$ cat src/rtl/vdp_layer_fetch_sequencer.sv
// Per-line VRAM fetch sequencer: for each enabled layer and column, read a map word,
// then the tile row it points to, and hand the tile row to the pixel pipeline.
module vdp_layer_fetch_sequencer #(
  parameter int COLUMNS = 8
) (
  input  logic        clk,
  input  logic        reset_n,
  input  logic        line_start,
  input  logic [3:0]  layer_enable,
  input  logic [13:0] map_address,
  input  logic [13:0] tile_address,
  output logic        vram_read_req,
  input  logic        vram_read_grant,
  output logic [13:0] vram_read_address,
  input  logic [15:0] vram_data,
  output logic [1:0]  current_layer,
  output logic [5:0]  column,
  output logic        tile_data_valid,
  output logic [15:0] tile_data,
  output logic        busy,
  output logic        line_done,
  output logic [2:0]  state_dbg
);

  // Read handshake: vram_read_req stays high with a stable vram_read_address until a
  // cycle where vram_read_grant is also high; that edge completes the read and the
  // word appears on vram_data in the following cycle. Grant is ignored while req is low.

  typedef enum logic [2:0] {
    IDLE       = 3'd0,
    MAP_REQ    = 3'd1,
    MAP_DATA   = 3'd2,
    TILE_LATCH = 3'd3,
    TILE_REQ   = 3'd4,
    TILE_DATA  = 3'd5,
    NEXT       = 3'd6
  } state_e;

  localparam logic [5:0] LAST_COL = 6'(COLUMNS - 1);

  state_e      state_q, state_d;
  logic [3:0]  mask_q, mask_d;
  logic [1:0]  layer_q, layer_d;
  logic [5:0]  column_q, column_d;
  logic [13:0] tile_addr_q, tile_addr_d;
  logic [15:0] tile_data_q, tile_data_d;
  logic        valid_q, valid_d;
  logic        req_q, req_d;
  logic        busy_q, busy_d;
  logic        done_q, done_d;
  logic [2:0]  pick;

  // Returns {found, index} of the lowest set mask bit at or above 'from'.
  function automatic logic [2:0] pick_layer(input logic [3:0] mask, input logic [2:0] from);
    logic [2:0] res;
    res = 3'b000;
    for (int i = 0; i < 4; i++) begin
      if (!res[2] && mask[i] && (3'(i) >= from)) res = {1'b1, 2'(i)};
    end
    return res;
  endfunction

  always_comb begin
    state_d     = state_q;
    mask_d      = mask_q;
    layer_d     = layer_q;
    column_d    = column_q;
    tile_addr_d = tile_addr_q;
    tile_data_d = tile_data_q;
    valid_d     = 1'b0;
    done_d      = 1'b0;
    pick        = 3'b000;
    // A new line always wins, including over an in-flight pair or a pending line_done.
    if (line_start) begin
      pick     = pick_layer(layer_enable, 3'd0);
      mask_d   = layer_enable;
      column_d = 6'd0;
      if (pick[2]) begin
        state_d = MAP_REQ;
        layer_d = pick[1:0];
      end else begin
        state_d = IDLE;
        layer_d = 2'd0;
        done_d  = 1'b1;
      end
    end else begin
      case (state_q)
        MAP_REQ:    if (vram_read_grant) state_d = MAP_DATA;
        MAP_DATA:   state_d = TILE_LATCH;
        TILE_LATCH: begin
          tile_addr_d = tile_address;
          state_d     = TILE_REQ;
        end
        TILE_REQ:   if (vram_read_grant) state_d = TILE_DATA;
        TILE_DATA:  begin
          tile_data_d = vram_data;
          valid_d     = 1'b1;
          state_d     = NEXT;
        end
        NEXT: begin
          if (column_q != LAST_COL) begin
            column_d = column_q + 6'd1;
            state_d  = MAP_REQ;
          end else begin
            column_d = 6'd0;
            pick     = pick_layer(mask_q, {1'b0, layer_q} + 3'd1);
            if (pick[2]) begin
              layer_d = pick[1:0];
              state_d = MAP_REQ;
            end else begin
              layer_d = 2'd0;
              state_d = IDLE;
              done_d  = 1'b1;
            end
          end
        end
        default: state_d = IDLE;
      endcase
    end
    req_d  = (state_d == MAP_REQ) || (state_d == TILE_REQ);
    busy_d = (state_d != IDLE);
  end

  always_ff @(posedge clk or negedge reset_n) begin
    if (!reset_n) begin
      state_q     <= IDLE;
      mask_q      <= 4'd0;
      layer_q     <= 2'd0;
      column_q    <= 6'd0;
      tile_addr_q <= 14'd0;
      tile_data_q <= 16'd0;
      valid_q     <= 1'b0;
      req_q       <= 1'b0;
      busy_q      <= 1'b0;
      done_q      <= 1'b0;
    end else begin
      state_q     <= state_d;
      mask_q      <= mask_d;
      layer_q     <= layer_d;
      column_q    <= column_d;
      tile_addr_q <= tile_addr_d;
      tile_data_q <= tile_data_d;
      valid_q     <= valid_d;
      req_q       <= req_d;
      busy_q      <= busy_d;
      done_q      <= done_d;
    end
  end

  // The map address comes from external logic that follows current_layer/column,
  // so it is forwarded directly rather than registered a cycle late.
  always_comb begin
    case (state_q)
      MAP_REQ:  vram_read_address = map_address;
      TILE_REQ: vram_read_address = tile_addr_q;
      default:  vram_read_address = 14'd0;
    endcase
  end

  assign vram_read_req   = req_q;
  assign current_layer   = layer_q;
  assign column          = column_q;
  assign tile_data_valid = valid_q;
  assign tile_data       = tile_data_q;
  assign busy            = busy_q;
  assign line_done       = done_q;
  assign state_dbg       = state_q;

endmodule

$ cat config.mk
export PLATFORM = sky130hd
export DESIGN_NAME = vdp_layer_fetch_sequencer
export DESIGN_NICKNAME = d
export VERILOG_FILES = /design/src/rtl/vdp_layer_fetch_sequencer.sv
export SDC_FILE = /design/constraint.sdc
export NUM_CORES = 1
export LEC_CHECK = 0
export ABC_AREA = 1
export ABC_CLOCK_PERIOD_IN_PS = 2000
export CAP_MARGIN = 15
export CORE_MARGIN = 4
export CORE_UTILIZATION = 42
export DETAILED_ROUTE_END_ITERATION = 10
export GPL_ROUTABILITY_DRIVEN = 0
export PLACE_DENSITY = 0.8
export SETUP_SLACK_MARGIN = 0.3
export SYNTH_ARGS = -nofsm -noshare
export SYNTH_HDL_FRONTEND = slang
export SYNTH_SLANG_ARGS = --single-unit
$ cat constraint.sdc
create_clock -name clk -period 2 [get_ports clk]
set_input_delay 0.4 -clock clk [delete_from_list [all_inputs] [get_ports clk]]
set_output_delay 0.4 -clock clk [all_outputs]
set_load 0.005 [all_outputs]
After elaboration in Yosys (flattened, before gate mapping)
Index checks and enable logic that the tools add are counted.
{"block": "classes", "addsub": 2, "n_lt_le_gt_ge": 4, "n_eq_ne": 10, "n_mux": 47, "bitwise": 1, "reduce_logical": 22}
{"op": "$mux W3", "count": 27}
{"op": "$pmux W14 S2", "count": 1}
{"op": "$mux W6", "count": 3}
{"op": "$pmux W3 S6", "count": 1}
{"op": "$eq A3 B3 Y1 const B", "count": 4}
{"op": "$logic_and A1 B1 Y1", "count": 10}
{"op": "$mux W1", "count": 10}
{"op": "$mux W2", "count": 5}
{"op": "$add A6 B1 Y6 const B", "count": 1}
{"op": "$eq A3 B1 Y1 const B", "count": 2}
{"op": "$eq A3 B2 Y1 const B", "count": 2}
{"op": "$ge A1 B3 Y1 const A", "count": 2}
{"op": "$ge A2 B3 Y1 const A", "count": 2}
{"op": "$logic_not A1 Y1", "count": 6}
{"op": "$ne A6 B3 Y1 const B", "count": 1}
{"op": "$reduce_and A2 Y1", "count": 3}
{"op": "$add A2 B1 Y3 const B", "count": 1}
{"op": "$reduce_bool A3 Y1", "count": 1}
{"op": "$ne A2 B2 Y1 const B", "count": 1}
{"op": "$reduce_bool A2 Y1", "count": 1}
{"op": "$logic_or A1 B1 Y1", "count": 1}
{"op": "$not A1 Y1", "count": 1}
{"block": "totals", "reg_bits": 49, "input_bits": 52, "word_cells": 96}

Longest topological paths before layout
{"block": "depth", "ltp_word": 34, "ltp_mapped": 9}

Worst setup path after synthesis
No wires, ideal clock.
{"block": "synth_path", "path_kind": "reg-to-output", "start": "reg state_q[1], in the netlist state_dbg[1]", "end": "out vram_read_address[10]", "t_arrival_ps": 1183, "t_required_ps": 1600, "slack_ps": 417, "path_stages_with_launch": 5, "n_path_buf": 1, "cell_sequence": "dfrtp_1 nor2_1 clkbuf_1 nand3_1 nand2_1"}
{"block": "synth_between", "elab_chain_cells": 2, "elab_cells_between_ends": 3}
{"item": "start: declaration", "line_no": "41", "source": "state_e state_q, state_d;"}
{"item": "start signal: assignment", "line_no": "137", "source": "state_q <= state_d;"}
{"item": "$eq A3 B3 Y1 / $eq A3 B1 Y1 (equally long branches)", "line_no": "153", "source": "case (state_q)"}
{"item": "$pmux W14 S2 *", "line_no": "153"}
{"item": "end: declaration", "line_no": "14", "source": "output logic [13:0] vram_read_address,"}
Every way passes the cells marked *; elsewhere a longest branch is shown, timed or not.

Worst setup path after layout
{"block": "layout_path", "start": "reg state_q[0], in the netlist state_dbg[0]", "end": "out vram_read_address[7]"}
Same word-level chain as after synthesis.

==> out/metrics.cfg <==
[critical_path]
cpPeakStageDelay_ns = 0.41
crit_buf_inv = 6
worstPathCellList = buf_6 -> inv_4 -> nor2_4 -> buf_6 -> buf_6 -> buf_12 -> nand3_2 -> nand2_1 -> buf_2
arrival_ns = 1.50
critPathKind = reg2out
crit_slowest_cell = dfrtp_1
cp-start-kind = register
critical-path-top-delay-family = buffers and inverters
worst_setup_path_end_kind = output pin
required_ns = 1.60
cpMostUsedCell = buf_6
cp_max_fo = 3

[floorplanning]
rows = 26
die_h_um = 80.9
start_util = 0.434
coreArea_mm2 = 0.00514
die_w_um = 80.9
die_area_mm2 = 0.00654
num_io_pins = 97

[layout]
multi_input_area_mm2 = 0.00104
drive_gt1_frac = 0.243
regArea_mm2 = 0.00121
stdcell_area_mm2 = 0.00378
syn2layout_area_growth_pct = 69.7
fill_cells = 374
antenna_cells = 0
fin_nets = 444

[worst_hold_path]
hold_class = in2async

[global_routing]
overflow = 0
grt_max_degree = 19
track_usage = 0.204
grt_pass1_vias = 2200
grt_pass1_wl_mm = 10.3
antenna_found_initial = 0

[power]
power_density_mw_per_mm2 = 864
power.leakage_nw = 1.83
vdd_ir_drop_max_uv = 640
total_power_mw = 3.27

[job]
max-cap-violations = 0

[timing]
tns_ns = 0
fin_crit_sh = 0.948
skew_ns = 0.00439
hold_viol = 0
fin_crit_ns = 1.90
slew_headroom = 0.682
finalSetupViolCount = 0
rsz0062_at_grt = true
worstMarginPinSlew_ns = 0.473
maxClockFrequency_ghz = 0.527
finalMaxSlewViolations = 0

[routing]
vias = 2279
drtPass1Iterations = 4
wl_per_cell_um = 15.0
ant_nets = 0
drt_wl_total_mm = 6.93
drcViolationCount = 0
drt-vias-per-instance = 4.94
drt_iter0_drc = 99

[clocking]
clockBufferDepth = 2
cts_hold_buf = 0
cts_buffers = 5
clkSlewWorstSetupHoldPaths_ns = 0.08
clkSinkCount = 48
cts_htree_levels = 2
worstSkewPairLatency_ns = 0.30
ctsRootBufferMaster = clkbuf_8
cts_tree = built

[yosys]
seq_area_frac_synth = 0.538
yosysWarnings = 0
synth_top_area_cell = dfrtp_1
synthArstFlopShare = 1.00
synth_cell_types = 26
synthTopCellsByArea = dfrtp_1 54%, nand2_1 15%, nand3_1 8.7%, mux2_1 5.0%, inv_1 2.2%
ys_seq_elements = 48
synth_top_area_frac = 0.538
synth_nets = 312
synth_edf_count = 0
synth.top_cells.by_count = 89 x nand2_1, 48 x dfrtp_1, 39 x nand3_1
syn-instance-count = 259
synth_area_mm2 = 0.00223
avgSynthCellArea_um2 = 8.61
synth_flop_cell = dfrtp_1
yosysMostFrequentCell = nand2_1

[placement]
hpwl_mm = 4.37
io_buffers = 96
placedInstanceArea_mm2 = 0.00332

[status]
outcome = completed

## kinds of logic after synthesis
logic type                 share of synthesized area
and+or+nand+nor                                0.293
DFF                                            0.538
buffers and inverters                         0.0471
AOI/OAI and AO/OA                             0.0454
muxes                                         0.0707
adders and majority gates                    0.00561
## metrics by stage
step                      setup slack (ns)   util  hold WS [ns]  std cells
after floorplan                      0.417      -         0.104        259
after global placement              0.0919  0.646         0.348        426
after detailed placement            0.0817  0.646         0.347        426
after CTS                            0.115  0.710        0.0225        457
after global routing                0.0528  0.736        0.0319        461
final                                0.103  0.736        0.0152        461
## path summary, 6_finish.rpt
path,from,end,slack (ns),depth (start not counted)
min reg2reg,tile_data[1],tile_data[1],0.47,2
max,state_dbg[0],vram_read_address[7],0.10,9
min in group clk,tile_data[1],tile_data[1],0.47,2
max reg2reg,state_dbg[0],vram_read_req,0.31,13
min,reset_n,column[5],0.02,1
max in group asynchronous,reset_n,column[4],1.40,2
## timing repair
item / 4_1_cts / 5_1_grt
setup buffers: 23 / 4
endpoints found under the hold margin: 0 / 0
endpoints found under the setup margin: 16 / 28
gates resized for setup: 86 / 22
gates cloned: 1 / 0
pin swaps: 12 / 10
## report_power, final
part	total (mW)	switching, mW	internal (mW)
Sequential	1.45	0.175	1.27
Combinational	1.21	0.471	0.735
Clock	0.616	0.308	0.308
## worst register-to-register path, delay by kind of cell (launching register included)
family        cells  cell delay, ns
flops             1            0.39
simple gates      8            0.64
buf+inv           5            0.58
## per-layer routing
metal / wire [µm] / track usage / vias up
li1: - / - / 1114
met1: 2780 / 0.242 / 1058
met2: 3510 / 0.349 / 93
met3: 475 / 0.0576 / 14
met4: 171 / 0.0845 / 0
met5: 0 / 0 / -
## flip-flops by register name, summed over array words and instances (netlist names)
signal           count
line_done            1
current_layer        2
column               6
busy                 1
state_dbg            3
tile_data_valid      1
mask_q               3
tile_data           16
vram_read_req        1
tile_addr_q         14
## final cells by class
| class | count | share of cell area |
|---|---|---|
| multi-input combinational | 185 | 0.275 |
| sequential | 48 | 0.319 |
| tap | 70 | 0.0231 |
| clock buffer | 7 | 0.0255 |
| inverter | 17 | 0.0182 |
| timing repair buffer | 134 | 0.340 |
## cell usage in the layout (no fill, tap or decap), drive strengths merged
master,synthesis,routed
nor3,4,4
nor2,15,15
nand4,4,4
o21ai,8,8
a31oi,2,2
o22ai,2,2
o21bai,1,1
clkbuf,4,7
dlygate4sd2,0,2
and3,1,1
dfrtp,48,48
nand3,39,39
a21oi,4,4
buf,5,53
dlymetal6s2s,0,1
nand2,89,89
ha,1,1
o41ai,1,1
clkdlybuf4s50,0,78
inv,17,17
mux2,14,14
(Power assumes the default switching activity.)
